`src/rtl/ex_muldiv_ctrl.sv`:
```
// Multi-cycle MULT/MULTU/DIV/DIVU sequencer beside the EX-stage ALU.
// One radix-2 shift-add / restoring-divide step per cycle; the result commits to HI/LO.
module ex_muldiv_ctrl #(
    parameter int BITS_SIZE = 32,
    parameter int BITS_CNT  = 6
) (
    input  logic                 i_clk,
    input  logic                 i_reset,
    input  logic                 i_start,
    input  logic [1:0]           i_op,
    input  logic [BITS_SIZE-1:0] i_data_a,
    input  logic [BITS_SIZE-1:0] i_data_b,
    input  logic                 i_flush,
    output logic                 o_stall,
    output logic                 o_done,
    output logic                 o_div_by_zero,
    output logic [BITS_SIZE-1:0] o_hi,
    output logic [BITS_SIZE-1:0] o_lo
);

    localparam logic [1:0] ST_IDLE = 2'b00;
    localparam logic [1:0] ST_BUSY = 2'b01;
    localparam logic [1:0] ST_DONE = 2'b10;

    localparam logic [BITS_CNT-1:0]    CNT_ZERO = {BITS_CNT{1'b0}};
    localparam logic [BITS_CNT-1:0]    CNT_ONE  = {{(BITS_CNT-1){1'b0}}, 1'b1};
    localparam logic [BITS_CNT-1:0]    CNT_LAST = BITS_CNT'(BITS_SIZE - 1);
    localparam logic [BITS_SIZE-1:0]   W_ZERO   = {BITS_SIZE{1'b0}};
    localparam logic [BITS_SIZE-1:0]   W_ONES   = {BITS_SIZE{1'b1}};
    localparam logic [BITS_SIZE:0]     W1_ZERO  = {(BITS_SIZE+1){1'b0}};

    logic [1:0]           state_r;
    logic [BITS_CNT-1:0]  cnt_r;
    logic                 is_div_r;
    logic                 neg_q_r;
    logic                 neg_r_r;
    logic                 dbz_r;
    logic [BITS_SIZE-1:0] opnd_r;
    logic [BITS_SIZE-1:0] raw_a_r;
    logic [BITS_SIZE-1:0] work_hi_r;
    logic [BITS_SIZE-1:0] work_lo_r;
    logic [BITS_SIZE-1:0] hi_r;
    logic [BITS_SIZE-1:0] lo_r;
    logic                 done_r;
    logic                 dbz_out_r;

    logic                 signed_op_s;
    logic                 sign_a_s;
    logic                 sign_b_s;
    logic [BITS_SIZE-1:0] mag_a_s;
    logic [BITS_SIZE-1:0] mag_b_s;
    logic [BITS_SIZE:0]   mul_sum_s;
    logic [BITS_SIZE:0]   div_shift_s;
    logic [BITS_SIZE:0]   div_diff_s;
    logic [BITS_SIZE-1:0] step_hi_s;
    logic [BITS_SIZE-1:0] step_lo_s;
    logic [2*BITS_SIZE-1:0] prod_s;
    logic [2*BITS_SIZE-1:0] mul_res_s;
    logic [BITS_SIZE-1:0] res_hi_s;
    logic [BITS_SIZE-1:0] res_lo_s;

    // Operand decode at issue: magnitudes only for the signed ops.
    always_comb begin
        signed_op_s = ~i_op[0];
        sign_a_s    = signed_op_s & i_data_a[BITS_SIZE-1];
        sign_b_s    = signed_op_s & i_data_b[BITS_SIZE-1];
        if (sign_a_s) begin
            mag_a_s = -i_data_a;
        end else begin
            mag_a_s = i_data_a;
        end
        if (sign_b_s) begin
            mag_b_s = -i_data_b;
        end else begin
            mag_b_s = i_data_b;
        end
    end

    // One iteration: shift-add for multiply, restoring subtract for divide.
    always_comb begin
        mul_sum_s   = {1'b0, work_hi_r} + (work_lo_r[0] ? {1'b0, opnd_r} : W1_ZERO);
        div_shift_s = {work_hi_r, work_lo_r[BITS_SIZE-1]};
        div_diff_s  = div_shift_s - {1'b0, opnd_r};
        if (is_div_r) begin
            if (!div_diff_s[BITS_SIZE]) begin
                step_hi_s = div_diff_s[BITS_SIZE-1:0];
                step_lo_s = {work_lo_r[BITS_SIZE-2:0], 1'b1};
            end else begin
                step_hi_s = div_shift_s[BITS_SIZE-1:0];
                step_lo_s = {work_lo_r[BITS_SIZE-2:0], 1'b0};
            end
        end else begin
            step_hi_s = mul_sum_s[BITS_SIZE:1];
            step_lo_s = {mul_sum_s[0], work_lo_r[BITS_SIZE-1:1]};
        end
    end

    // Final sign fix-up and divide-by-zero override, used on the last iteration.
    always_comb begin
        prod_s = {step_hi_s, step_lo_s};
        if (neg_q_r) begin
            mul_res_s = -prod_s;
        end else begin
            mul_res_s = prod_s;
        end
        if (!is_div_r) begin
            res_hi_s = mul_res_s[2*BITS_SIZE-1:BITS_SIZE];
            res_lo_s = mul_res_s[BITS_SIZE-1:0];
        end else if (dbz_r) begin
            res_hi_s = raw_a_r;
            res_lo_s = W_ONES;
        end else begin
            res_hi_s = neg_r_r ? -step_hi_s : step_hi_s;
            res_lo_s = neg_q_r ? -step_lo_s : step_lo_s;
        end
    end

    // Sequencer: reset beats flush, flush beats start and completion.
    always_ff @(posedge i_clk) begin
        if (i_reset) begin
            state_r   <= ST_IDLE;
            cnt_r     <= CNT_ZERO;
            is_div_r  <= 1'b0;
            neg_q_r   <= 1'b0;
            neg_r_r   <= 1'b0;
            dbz_r     <= 1'b0;
            opnd_r    <= W_ZERO;
            raw_a_r   <= W_ZERO;
            work_hi_r <= W_ZERO;
            work_lo_r <= W_ZERO;
            hi_r      <= W_ZERO;
            lo_r      <= W_ZERO;
            done_r    <= 1'b0;
            dbz_out_r <= 1'b0;
        end else if (i_flush) begin
            state_r   <= ST_IDLE;
            cnt_r     <= CNT_ZERO;
            done_r    <= 1'b0;
            dbz_out_r <= 1'b0;
        end else begin
            case (state_r)
                ST_IDLE: begin
                    done_r    <= 1'b0;
                    dbz_out_r <= 1'b0;
                    if (i_start) begin
                        state_r   <= ST_BUSY;
                        cnt_r     <= CNT_ZERO;
                        is_div_r  <= i_op[1];
                        neg_q_r   <= sign_a_s ^ sign_b_s;
                        neg_r_r   <= sign_a_s;
                        dbz_r     <= (i_data_b == W_ZERO);
                        raw_a_r   <= i_data_a;
                        work_hi_r <= W_ZERO;
                        // Divide shifts the dividend out of LO; multiply shifts the multiplier.
                        work_lo_r <= i_op[1] ? mag_a_s : mag_b_s;
                        opnd_r    <= i_op[1] ? mag_b_s : mag_a_s;
                    end else begin
                        state_r <= ST_IDLE;
                    end
                end
                ST_BUSY: begin
                    work_hi_r <= step_hi_s;
                    work_lo_r <= step_lo_s;
                    if (cnt_r == CNT_LAST) begin
                        state_r   <= ST_DONE;
                        cnt_r     <= CNT_ZERO;
                        hi_r      <= res_hi_s;
                        lo_r      <= res_lo_s;
                        done_r    <= 1'b1;
                        dbz_out_r <= is_div_r & dbz_r;
                    end else begin
                        cnt_r <= cnt_r + CNT_ONE;
                    end
                end
                ST_DONE: begin
                    state_r   <= ST_IDLE;
                    done_r    <= 1'b0;
                    dbz_out_r <= 1'b0;
                end
                default: begin
                    state_r   <= ST_IDLE;
                    cnt_r     <= CNT_ZERO;
                    done_r    <= 1'b0;
                    dbz_out_r <= 1'b0;
                end
            endcase
        end
    end

    assign o_stall       = ((state_r == ST_IDLE) & i_start) | (state_r == ST_BUSY);
    assign o_done        = done_r;
    assign o_div_by_zero = dbz_out_r;
    assign o_hi          = hi_r;
    assign o_lo          = lo_r;

endmodule

```
`config.mk`:
```
export PLATFORM = sky130hd
export DESIGN_NAME = ex_muldiv_ctrl
export DESIGN_NICKNAME = d
export VERILOG_FILES = /design/src/rtl/ex_muldiv_ctrl.sv
export SDC_FILE = /design/constraint.sdc
export NUM_CORES = 1
export LEC_CHECK = 0
export CAP_MARGIN = 20
export CORE_MARGIN = 3
export CORE_UTILIZATION = 40
export DETAILED_ROUTE_END_ITERATION = 12
export PLACE_DENSITY = 0.69
export SYNTH_ARGS = -nofsm -noshare
export SYNTH_HDL_FRONTEND = slang
export SYNTH_SLANG_ARGS = --single-unit
```
`constraint.sdc`:
```
create_clock -name i_clk -period 11.25 [get_ports i_clk]
set_input_delay 2.25 -clock i_clk [delete_from_list [all_inputs] [get_ports i_clk]]
set_output_delay 2.25 -clock i_clk [all_outputs]
set_load 0.02 [all_outputs]
```
==> out/metrics.csv <==
stage,metric,value,unit
yosys,synth_seq_cells,206,
setup_path,crit_buf_inv,2,
setup_path,rr_worst_depth,20,
global_routing,antenna_found_initial,1,
global_routing,grt-ovfl-total,0,
yosys,yosysMostFrequentCell,nand2_1,
setup_path,cp.required,11700,ps
place,post-dp-hpwl,57900,µm
timing,finalSetupTns,0,ps
cts,postCtsHoldBufs,0,
place,placed_cells,3016,
place,place.gp.congestion,0.990,
timing,min_period,5910,ps
yosys,yosys.area.top_type,dfxtp_1,
floorplan,die_x,217,µm
setup_path,crit_chain,"inv_1, ha_1, inv_1, fa_1, a211oi_2, o211a_1, nor4_4, o21ai_2, nand3_4, a31oi_4, ha_1, nand4_1, nor4_1, nand3_1, or3_1, o31ai_2, o21ai_0, a21oi_1, xnor2_1, a211oi_1",
yosys,ys_types,106,
yosys,synthTopCellsByArea,"dfxtp_1 23%, a21oi_1 6.8%, nand2_1 6.1%",
cts,cts_tree,yes,
setup_path,slowest_stage,a31oi_4,
layout,areaGrowthSynthToFinish,13.6,%
route,wire_per_inst,24.8,µm
timing,tightestPinTransition,1120,ps
timing,timing.final.crit_share,0.525,
yosys,ys.flop_type,dfxtp_1,
cts,htreeDepth,1,
timing,slew_violations,0,
job,drv_cap,0,
timing,fmaxAchievable,169,MHz
yosys,synth_edf_count,0,
floorplan,die_area,0.0472,mm²
setup_path,cp.arrival,6360,ps
layout,diodes,0,
timing,hold_viol_final,0,
cts,cts_setup_buffers,0,
yosys,synth_common_cells,"289 x nand2_1, 244 x a21oi_1, 211 x nor2_1",
route,drt-vias-per-instance,6.42,
setup_path,cp-start-kind,register,
min_path,hold_class,register to register,
global_routing,grt_pass1_wl,113000,µm
floorplan,die_y,217,µm
route,drc,0,
yosys,synth_nets,2560,
route,vias,19600,
timing,rsz0062_at_grt,false,
cts,numCtsBuffers,23,
min_path,hold_depth,2,
setup_path,crit_family,compound AO/OA/AOI/OAI gates,
yosys,synth-seq-area-share,0.231,
setup_path,slowest_delay,490,ps
yosys,ys_warn_count,0,
cts,cts_resized,0,
yosys,synth_top_area_frac,0.231,
setup_path,endpoint_kind,register,
setup_path,crit_fanout,25,
floorplan,initial_core_util,0.409,
layout,final_cells,3058,
cts,cts_max_path_buffers,3,
setup_path,path_class,register to register,
timing,relSlewSlack,0.249,
global_routing,grtUsageTotal,0.308,
outcome,status,"finished, final reports clean",
place,portBuffers,136,
floorplan,io_pins,137,
layout,nets,2600,
cts,clockRootBuffer,clkbuf_16,
route,ant_nets,0,
floorplan,num_rows,76,
yosys,synthCells,2419,
yosys,netlist_area,0.0178,mm²
yosys,async_reset_ff_frac,0,
power_and_ir_drop,p_leak,7.68,nW
cts,cts_sinks,206,
cts,clk_latency,540,ps
cts,clk_pin_slew_worst_paths,60,ps
route,drt_iter0_drc,2628,
yosys,syn_avg_cell_area,7.37,µm²
power_and_ir_drop,ir_drop,85.7,µV
floorplan,coreArea,0.0436,mm²
setup_path,r2r_setup_slack,5340,ps
power_and_ir_drop,p_per_area,108,mW/mm²
route,drt-pass1-iter-count,9,
setup_path,path_depth,20,
global_routing,grt_pass1_vias,18000,
timing,setup_viol,0,
timing,fin_skew,10.4,ps
global_routing,grt_max_degree,83,
route,finalWirelength,75800,µm
layout,drive_gt1_frac,0.0671,
-- layout make-up --
cell class                      instances  area, µm²
Fill cell                            4465      23300
Inverter                               73        274
Tap cell                              585        732
Multi-Input combinational cell       1986      12700
Clock buffer                           28        594
Timing Repair Buffer                  169       1630
Sequential cell                       206       4130
Clock inverter                         11        194
-- worst paths after layout --
| kind | startpoint | to |
|---|---|---|
| hold / removal | raw_a_r[19]$_SDFFE_PP0P_ | raw_a_r[19]$_SDFFE_PP0P_ |
| setup / recovery | work_lo_r[31]$_SDFFE_PP0P_ | o_hi[18]$_SDFFE_PP0P_ |
| setup reg to reg | work_lo_r[31]$_SDFFE_PP0P_ | o_hi[18]$_SDFFE_PP0P_ |
| hold reg to reg | raw_a_r[19]$_SDFFE_PP0P_ | raw_a_r[19]$_SDFFE_PP0P_ |
-- kinds of logic (layout without fill, tap and decap cells) --
| kind of cell | count (synthesis) | after routing | synth area share |
|---|---|---|---|
| AOI/OAI and AO/OA | 826 | 826 | 0.305 |
| DFF | 206 | 206 | 0.231 |
| and+or+nand+nor | 856 | 856 | 0.234 |
| muxes | 59 | 59 | 0.0348 |
| buffers and inverters | 227 | 281 | 0.0581 |
| adders and majority gates | 71 | 71 | 0.0507 |
| xor gates and xnor gates | 174 | 174 | 0.0855 |
-- per-stage QoR --
stage	worst slack [ps]	power, W	hold slack [ps]	utilization	cell area [µm²]
5_1_grt	4930	0.00228	477	0.465	20300
6_report	5340	0.00219	457	0.465	20300
4_1_cts	5440	0.00219	456	0.464	20200
2_1_floorplan	6310	0.00117	433	-	17800
3_3_place_gp	5330	0.00136	441	0.446	19400
3_5_place_dp	5320	0.00137	448	0.446	19400
-- report_power, final --
group	internal, W	switching [W]
Sequential	0.000749	0.0000316
Clock	0.000491	0.000330
Combinational	0.000198	0.000394
Total	0.00144	0.000756
-- registers in the layout (all words and copies together), names as in the netlist --
signal and count:
o_hi 32, o_lo 32, opnd_r 32, raw_a_r 32, work_hi_r 32, work_lo_r 32, cnt_r 6, state_r 2
dbz_r 1, is_div_r 1, neg_q_r 1, neg_r_r 1, o_div_by_zero 1, o_done 1
-- layer usage --
metal  vias up  GRT usage  wire length (µm)
li1       8958          -                 -
met1      9344      0.419             31500
met2      1096      0.475             32700
met3       220     0.0496              7160
met4         2      0.149              4490
met5         -          0                14
-- tightest hold or removal path, cell delays in order, from the launching register on --
cell,delay (ps)
dfxtp_1,310
nand2_1,50
a21oi_1,50
-- layout by cell type (no fill, tap or decap), drive strengths merged, types with 12 or more instances in the layout --
cell type | synthesis | routed
a211oi | 45 | 45
a21o | 26 | 26
a21oi | 246 | 246
a221oi | 12 | 12
a222oi | 21 | 21
a22o | 25 | 25
a31oi | 28 | 28
and2 | 49 | 49
and3 | 13 | 13
buf | 49 | 35
clkbuf | 105 | 28
clkdlybuf4s50 | 0 | 134
dfxtp | 206 | 206
ha | 69 | 69
inv | 71 | 71
mux2 | 24 | 24
mux2i | 35 | 35
nand2 | 290 | 290
nand2b | 18 | 18
nand3 | 50 | 50
nand4 | 24 | 24
nor2 | 213 | 213
nor2b | 19 | 19
nor3 | 70 | 70
nor3b | 14 | 14
nor4 | 31 | 31
o211ai | 42 | 42
o21a | 15 | 15
o21ai | 211 | 211
o221ai | 12 | 12
o31ai | 31 | 31
o41ai | 15 | 15
or2 | 14 | 14
or3 | 21 | 21
xnor2 | 99 | 99
xor2 | 75 | 75
No activity file was read; power rests on OpenSTA's default activity.
